$ cat src/rtl/globals_pkg.sv
// Shared types and constants for the CAPI tag allocator and its neighbours.
package globals_pkg;

    // Number of tag slots; tag 0 is reserved and never issued.
    localparam int TAG_COUNT   = 256;
    // Width of a compute-unit identifier.
    localparam int CU_ID_RANGE = 8;

    typedef logic [7:0]             tag_t;
    typedef logic [CU_ID_RANGE-1:0] cu_id_t;

    localparam tag_t   INVALID_TAG = '0;
    localparam cu_id_t INVALID_ID  = '0;
    // Highest usable tag, i.e. the last one written into the free list.
    localparam tag_t   LAST_TAG    = tag_t'(TAG_COUNT - 1);

endpackage

$ cat src/rtl/tag_free_fifo.sv
// Show-ahead circular free list of tags. The head is held in a register so
// the consumer sees the next tag in the same cycle it is needed; the array
// is read one cycle early at the post-pop read pointer.
module tag_free_fifo
    import globals_pkg::*;
#(
    parameter int DEPTH = TAG_COUNT
)
(
    input  logic                   clock,
    input  logic                   reset,
    input  logic                   push,
    input  tag_t                   push_data,
    input  logic                   pop,
    output tag_t                   head,
    output logic [$clog2(DEPTH):0] count,
    output logic                   empty,
    output logic                   full
);

    localparam int PW = $clog2(DEPTH);

    tag_t          mem [DEPTH];
    logic [PW-1:0] wr_ptr_reg;
    logic [PW-1:0] rd_ptr_reg;
    logic [PW-1:0] rd_ptr_next;
    logic [PW:0]   count_reg;
    logic [PW:0]   count_next;
    logic          push_ok;
    logic          pop_ok;
    tag_t          head_mem_reg;
    tag_t          bypass_data_reg;
    logic          bypass_reg;

    assign empty       = (count_reg == '0);
    assign full        = (count_reg == (PW+1)'(DEPTH));
    assign push_ok     = push && !full;
    assign pop_ok      = pop && !empty;
    assign rd_ptr_next = rd_ptr_reg + PW'(pop_ok);
    assign count_next  = count_reg + (PW+1)'(push_ok) - (PW+1)'(pop_ok);
    assign count       = count_reg;

    // When the word being written is the one that becomes the head, the
    // array read would return stale data, so the written word is forwarded.
    assign head = bypass_reg ? bypass_data_reg : head_mem_reg;

    // Storage array: write at the tail, registered read of the next head.
    always_ff @(posedge clock) begin
        if (push_ok) begin
            mem[wr_ptr_reg] <= push_data;
        end
        head_mem_reg <= mem[rd_ptr_next];
    end

    // Pointers, occupancy and write-to-head forwarding control.
    always_ff @(posedge clock or posedge reset) begin
        if (reset) begin
            wr_ptr_reg      <= '0;
            rd_ptr_reg      <= '0;
            count_reg       <= '0;
            bypass_reg      <= 1'b0;
            bypass_data_reg <= INVALID_TAG;
        end else begin
            wr_ptr_reg      <= wr_ptr_reg + PW'(push_ok);
            rd_ptr_reg      <= rd_ptr_next;
            count_reg       <= count_next;
            bypass_reg      <= push_ok && (wr_ptr_reg == rd_ptr_next);
            bypass_data_reg <= push_data;
        end
    end

endmodule

$ cat src/rtl/tag_control.sv
// CAPI command tag allocator: hands out free tags to the command arbiter,
// remembers which compute unit owns each tag, and maps returning response
// tags back to their owner while recycling the tag.
module tag_control
    import globals_pkg::*;
(
    input  logic       clock,
    input  logic       reset,
    input  logic       alloc_valid_in,
    input  cu_id_t     alloc_cu_id_in,
    output logic       tag_valid_out,
    output tag_t       tag_out,
    input  logic       rsp_valid_in,
    input  tag_t       rsp_tag_in,
    output logic       rsp_valid_out,
    output tag_t       rsp_tag_out,
    output cu_id_t     rsp_cu_id_out,
    output logic [8:0] tags_in_use_out,
    output logic       init_done_out,
    output logic [1:0] error_out
);

    typedef enum logic [1:0] {
        RESET,
        INIT,
        READY
    } state_t;

    state_t               state_reg;
    tag_t                 init_tag_reg;
    logic                 init_done_reg;
    logic                 rsp_valid_reg;
    tag_t                 rsp_tag_reg;
    cu_id_t               rsp_cu_id_reg;
    logic [8:0]           tags_in_use_reg;
    logic [1:0]           error_reg;
    logic [TAG_COUNT-1:0] busy_reg;
    logic [TAG_COUNT-1:0] busy_set;
    logic [TAG_COUNT-1:0] busy_clr;
    cu_id_t               cu_table [TAG_COUNT];

    logic       ready;
    logic       fifo_push;
    tag_t       fifo_push_data;
    tag_t       fifo_head;
    logic [8:0] free_count;
    logic       fifo_empty;
    logic       fifo_full;
    logic       alloc_fire;
    logic       alloc_err;
    logic       rel_fire;
    logic       rel_err;

    assign ready = (state_reg == READY);

    // An allocate is only accepted against a non-empty list in READY.
    assign alloc_fire = ready && alloc_valid_in && !fifo_empty;
    assign alloc_err  = ready && alloc_valid_in && fifo_empty;

    // A release must name an outstanding, non-reserved tag. A tag issued in
    // this same cycle is not yet busy, so releasing it is rejected. The list
    // can never be full while any tag is busy; the full term is defensive.
    assign rel_fire = ready && rsp_valid_in && (rsp_tag_in != INVALID_TAG)
                      && busy_reg[rsp_tag_in] && !fifo_full;
    assign rel_err  = ready && rsp_valid_in && !rel_fire;

    // During INIT the counter seeds the list; afterwards released tags go in.
    assign fifo_push      = (state_reg == INIT) || rel_fire;
    assign fifo_push_data = (state_reg == INIT) ? init_tag_reg : rsp_tag_in;

    // The head is masked while nothing is allocatable so the port never
    // shows a stale or uninitialised entry.
    assign tag_valid_out   = ready && (free_count != '0);
    assign tag_out         = tag_valid_out ? fifo_head : INVALID_TAG;
    assign rsp_valid_out   = rsp_valid_reg;
    assign rsp_tag_out     = rsp_tag_reg;
    assign rsp_cu_id_out   = rsp_cu_id_reg;
    assign tags_in_use_out = tags_in_use_reg;
    assign init_done_out   = init_done_reg;
    assign error_out       = error_reg;

    tag_free_fifo #(
        .DEPTH (TAG_COUNT)
    ) u_free_fifo (
        .clock     (clock),
        .reset     (reset),
        .push      (fifo_push),
        .push_data (fifo_push_data),
        .pop       (alloc_fire),
        .head      (fifo_head),
        .count     (free_count),
        .empty     (fifo_empty),
        .full      (fifo_full)
    );

    // Per-tag set/clear strobes decoded from the issued and released tags.
    for (genvar gi = 0; gi < TAG_COUNT; gi++) begin : g_busy_decode
        assign busy_set[gi] = alloc_fire && (fifo_head == tag_t'(gi));
        assign busy_clr[gi] = rel_fire && (rsp_tag_in == tag_t'(gi));
    end

    // Busy vector: a tag is busy from its issue until its accepted release.
    always_ff @(posedge clock or posedge reset) begin
        if (reset) begin
            busy_reg <= '0;
        end else begin
            busy_reg <= (busy_reg | busy_set) & ~busy_clr;
        end
    end

    // Owner table: record the requesting compute unit against the issued tag.
    always_ff @(posedge clock) begin
        if (alloc_fire) begin
            cu_table[fifo_head] <= alloc_cu_id_in;
        end
    end

    // Control FSM plus registered response, in-use count and sticky errors.
    always_ff @(posedge clock or posedge reset) begin
        if (reset) begin
            state_reg       <= RESET;
            init_tag_reg    <= tag_t'(1);
            init_done_reg   <= 1'b0;
            rsp_valid_reg   <= 1'b0;
            rsp_tag_reg     <= INVALID_TAG;
            rsp_cu_id_reg   <= INVALID_ID;
            tags_in_use_reg <= '0;
            error_reg       <= '0;
        end else begin
            rsp_valid_reg <= rel_fire;
            case (state_reg)
                RESET: begin
                    state_reg    <= INIT;
                    init_tag_reg <= tag_t'(1);
                end
                INIT: begin
                    init_tag_reg <= init_tag_reg + tag_t'(1);
                    if (init_tag_reg == LAST_TAG) begin
                        state_reg     <= READY;
                        init_done_reg <= 1'b1;
                    end
                end
                READY: begin
                    if (rel_fire) begin
                        rsp_tag_reg   <= rsp_tag_in;
                        rsp_cu_id_reg <= cu_table[rsp_tag_in];
                    end
                    tags_in_use_reg <= tags_in_use_reg + 9'(alloc_fire) - 9'(rel_fire);
                    if (alloc_err) begin
                        error_reg[0] <= 1'b1;
                    end
                    if (rel_err) begin
                        error_reg[1] <= 1'b1;
                    end
                end
                default: begin
                    state_reg <= RESET;
                end
            endcase
        end
    end

endmodule

$ cat config.mk
export PLATFORM = sky130hd
export DESIGN_NAME = tag_control
export DESIGN_NICKNAME = d
export VERILOG_FILES = /design/src/rtl/globals_pkg.sv /design/src/rtl/tag_free_fifo.sv /design/src/rtl/tag_control.sv
export SDC_FILE = /design/constraint.sdc
export NUM_CORES = 2
export LEC_CHECK = 0
export CAP_MARGIN = 0
export CORE_MARGIN = 2
export CORE_UTILIZATION = 35
export DETAILED_ROUTE_END_ITERATION = 8
export GPL_TIMING_DRIVEN = 0
export PLACE_DENSITY_LB_ADDON = 0.12
export SLEW_MARGIN = 20
export SYNTH_ARGS = -nofsm -noshare
export SYNTH_HDL_FRONTEND = slang
export SYNTH_HIERARCHICAL = 1
export SYNTH_SLANG_ARGS = --single-unit
$ cat constraint.sdc
create_clock -name clock -period 15.1 [get_ports clock]
set_input_delay 3.02 -clock clock [delete_from_list [all_inputs] [get_ports clock]]
set_output_delay 3.02 -clock clock [all_outputs]
set_load 0.01 [all_outputs]
==> flow_summary.json <==
{
  "status": "complete, no violations",
  "cts_resized": 0,
  "final_cell_mix": "edfxtp_1, mux4_2, nor2_1, clkbuf_16, dfrtp_1",
  "stdcell_area_sq_mm": 0.2029,
  "cts_sinks": 4433,
  "layout.nets": 9516,
  "met3_usage": 0.05542,
  "path_class": "in2reg",
  "vias": 96260,
  "antenna_found_initial": 60,
  "use_met2": 0.4423,
  "htree_levels": 5,
  "period_needed_ps": 11660,
  "period_share": 0.7722,
  "rsz0062_at_grt": "no",
  "worst_pin_slew_ps": 1368,
  "slew_headroom": 0.07613,
  "wl_per_cell_microns": 42.83,
  "cp-end-kind": "flop",
  "power_mw": 25.65,
  "die_h_microns": 709.1,
  "cts_made_buffers": 473,
  "die_area_sq_mm": 0.5028,
  "drv_cap": 0,
  "synth_edf_count": 4096,
  "setup_ws_ps": 3439,
  "drive_above_1_share": 0.2558,
  "initial_utilization": 0.3519,
  "ys_types": 91,
  "utilization": 0.4102,
  "p_leak_nw": 64.05,
  "firstDrtPassIters": 6,
  "dp_slack_ps": 2827,
  "synthCells": 8752,
  "grt_pass1_wl_microns": 921700,
  "num_io_pins": 58,
  "wl_microns": 708400,
  "post_cts_buffers": 0,
  "async_flop_share": 0.07422,
  "finalMaxSlewViolations": 0,
  "finalClockSkew_ps": 77.42,
  "setup_viol": 0,
  "syn_area_sq_mm": 0.1740,
  "hold_violations": 0,
  "grt_max_degree": 121,
  "clk_pin_slew_worst_paths_ps": 60,
  "use_met1": 0.3467,
  "clk_latency_ps": 1060,
  "syn_to_final_growth_pct": 16.59,
  "fin_cells": 16540,
  "drcViolationCount": 0,
  "dp_hpwl_microns": 501100,
  "ir_drop_v": 0.0001081,
  "dp_cells": 15620,
  "yosys_warnings": 6,
  "timing.hold.ws_ps": 480.1,
  "rows": 258,
  "powerDensity_mw_per_mm2": 126.4,
  "portBuffers": 56,
  "overflow": 0,
  "place_congestion": 1.025,
  "path_max_fanout": 10,
  "ys.flop_type": "edfxtp_1",
  "cts_root_buffer": "clkbuf_16",
  "ys_seq_area_frac": 0.7551,
  "worstPathRequired_ps": 15740,
  "syn_nets": 8800,
  "fillers": 44130,
  "avgSynthCellArea_sq_um": 19.88,
  "drtIter0Drc": 12900,
  "place_area_sq_mm": 0.1878,
  "core_sq_mm": 0.4945,
  "chipWidth_microns": 709.1,
  "fmax_mhz": 85.76,
  "start_kind": "primary input",
  "layout_commonest_cell": "edfxtp_1",
  "fin_tns_setup_ps": 0,
  "grt_usage": 0.2778,
  "yosys_register_bits": 4433,
  "grt_pass1_vias": 95340,
  "hp-class": "reg2reg",
  "ctsHoldBuffers": 0,
  "worstPathArrival_ps": 12300,
  "viasPerCell": 5.820,
  "grt-busiest-layer": "met2",
  "cts_tree": "built",
  "cts.path.max_buffers": 4,
  "ant_nets": 0
}
==> report_power, final <==
group / switching [mW] / internal [mW] / leakage, nW / total (mW)
Combinational: 0.754 / 0.231 / 15.6 / 0.986
Clock: 5.01 / 6.34 / 7.26 / 11.3
Sequential: 0 / 13.3 / 41.2 / 13.3
==> cells by family after synthesis <==
family                   after synthesis  synth area share
buffers and inverters                573           0.01619
flip-flops                          4433            0.7551
AO/OA/AOI/OAI                        810           0.03057
XOR/XNOR                              31          0.001603
adder cells (fa/ha/maj)               28          0.002100
multiplexers                        1403            0.1571
AND/OR/NAND/NOR                     1474           0.03737
==> metal layers <==
layer | wire (microns) | up-vias
met5 | 95 | -
met4 | 56190 | 14
met3 | 52930 | 1392
met2 | 330000 | 4940
met1 | 269200 | 52520
li1 | - | 37400
==> Yosys cell counts (14+ instances only) <==
cell,n,area share
edfxtp_1,4096,0.71
nor2b_1,31,0.0011
o21ai_0,66,0.0019
dfrtp_1,328,0.047
and2_1,15,0.00054
nand2_1,283,0.0061
mux4_2,1048,0.14
o22ai_1,45,0.0016
buf_6,29,0.0019
clkbuf_1,273,0.0059
nand4_1,33,0.0012
a21oi_1,290,0.0083
inv_1,58,0.0013
mux2i_1,321,0.018
a2bb2oi_1,73,0.0037
nor3_1,34,0.00098
mux2_2,20,0.0013
a32oi_1,14,0.00070
nor2_1,795,0.017
a221oi_1,21,0.0011
buf_4,52,0.0022
nor4_1,58,0.0021
xnor2_1,18,0.00091
buf_2,129,0.0037
nand3_1,109,0.0031
or4_1,14,0.00060
buf_1,22,0.00047
a31oi_1,14,0.00050
ha_1,26,0.0019
a22oi_1,185,0.0080
and3_1,14,0.00050
o211ai_1,21,0.00091
nor3b_1,36,0.0016
==> critical path, stage by stage <==
cell and delay (ps):
clkdlybuf4s50_1 640, buf_4 380, buf_2 620, clkinv_1 1120, nand2_1 1090, nor3_2 70
buf_4 220, a211oi_2 210, buf_4 240, o311ai_4 320, buf_8 320, inv_6 270
or2_1 160, nand2_1 400, nor3b_1 700, nand2_1 850, clkbuf_2 420, buf_12 200
nor2_1 840
==> final cells by class <==
type | count | area [sq um] | area share
Sequential cell | 4433 | 131400 | 0.6476
Multi-Input combinational cell | 3746 | 40650 | 0.2004
Clock buffer | 596 | 12440 | 0.06132
Tap cell | 6630 | 8295 | 0.04089
Timing Repair Buffer | 241 | 4561 | 0.02248
Buffer | 511 | 2750 | 0.01356
Clock inverter | 288 | 2461 | 0.01213
Inverter | 62 | 245.2 | 0.001209
Antenna cell | 33 | 82.58 | 0.0004070
==> worst paths after layout <==
kind / depth (start not counted) / slack (ps) / end / start
min: 1 / 480 / busy_reg[0] / busy_reg[0]
max in group asynchronous: 4 / 10860 / busy_reg[126] / reset
max: 19 / 3440 / u_free_fifo/mem[197][1] / rsp_tag_in[3]
max reg2reg: 17 / 6620 / u_free_fifo/head_mem_reg[2] / state_reg[0]
min in group asynchronous: 2 / 2900 / u_free_fifo/count[2] / reset
min reg2reg: 1 / 480 / busy_reg[0] / busy_reg[0]
Note: power is estimated with default switching activity, not from simulation.
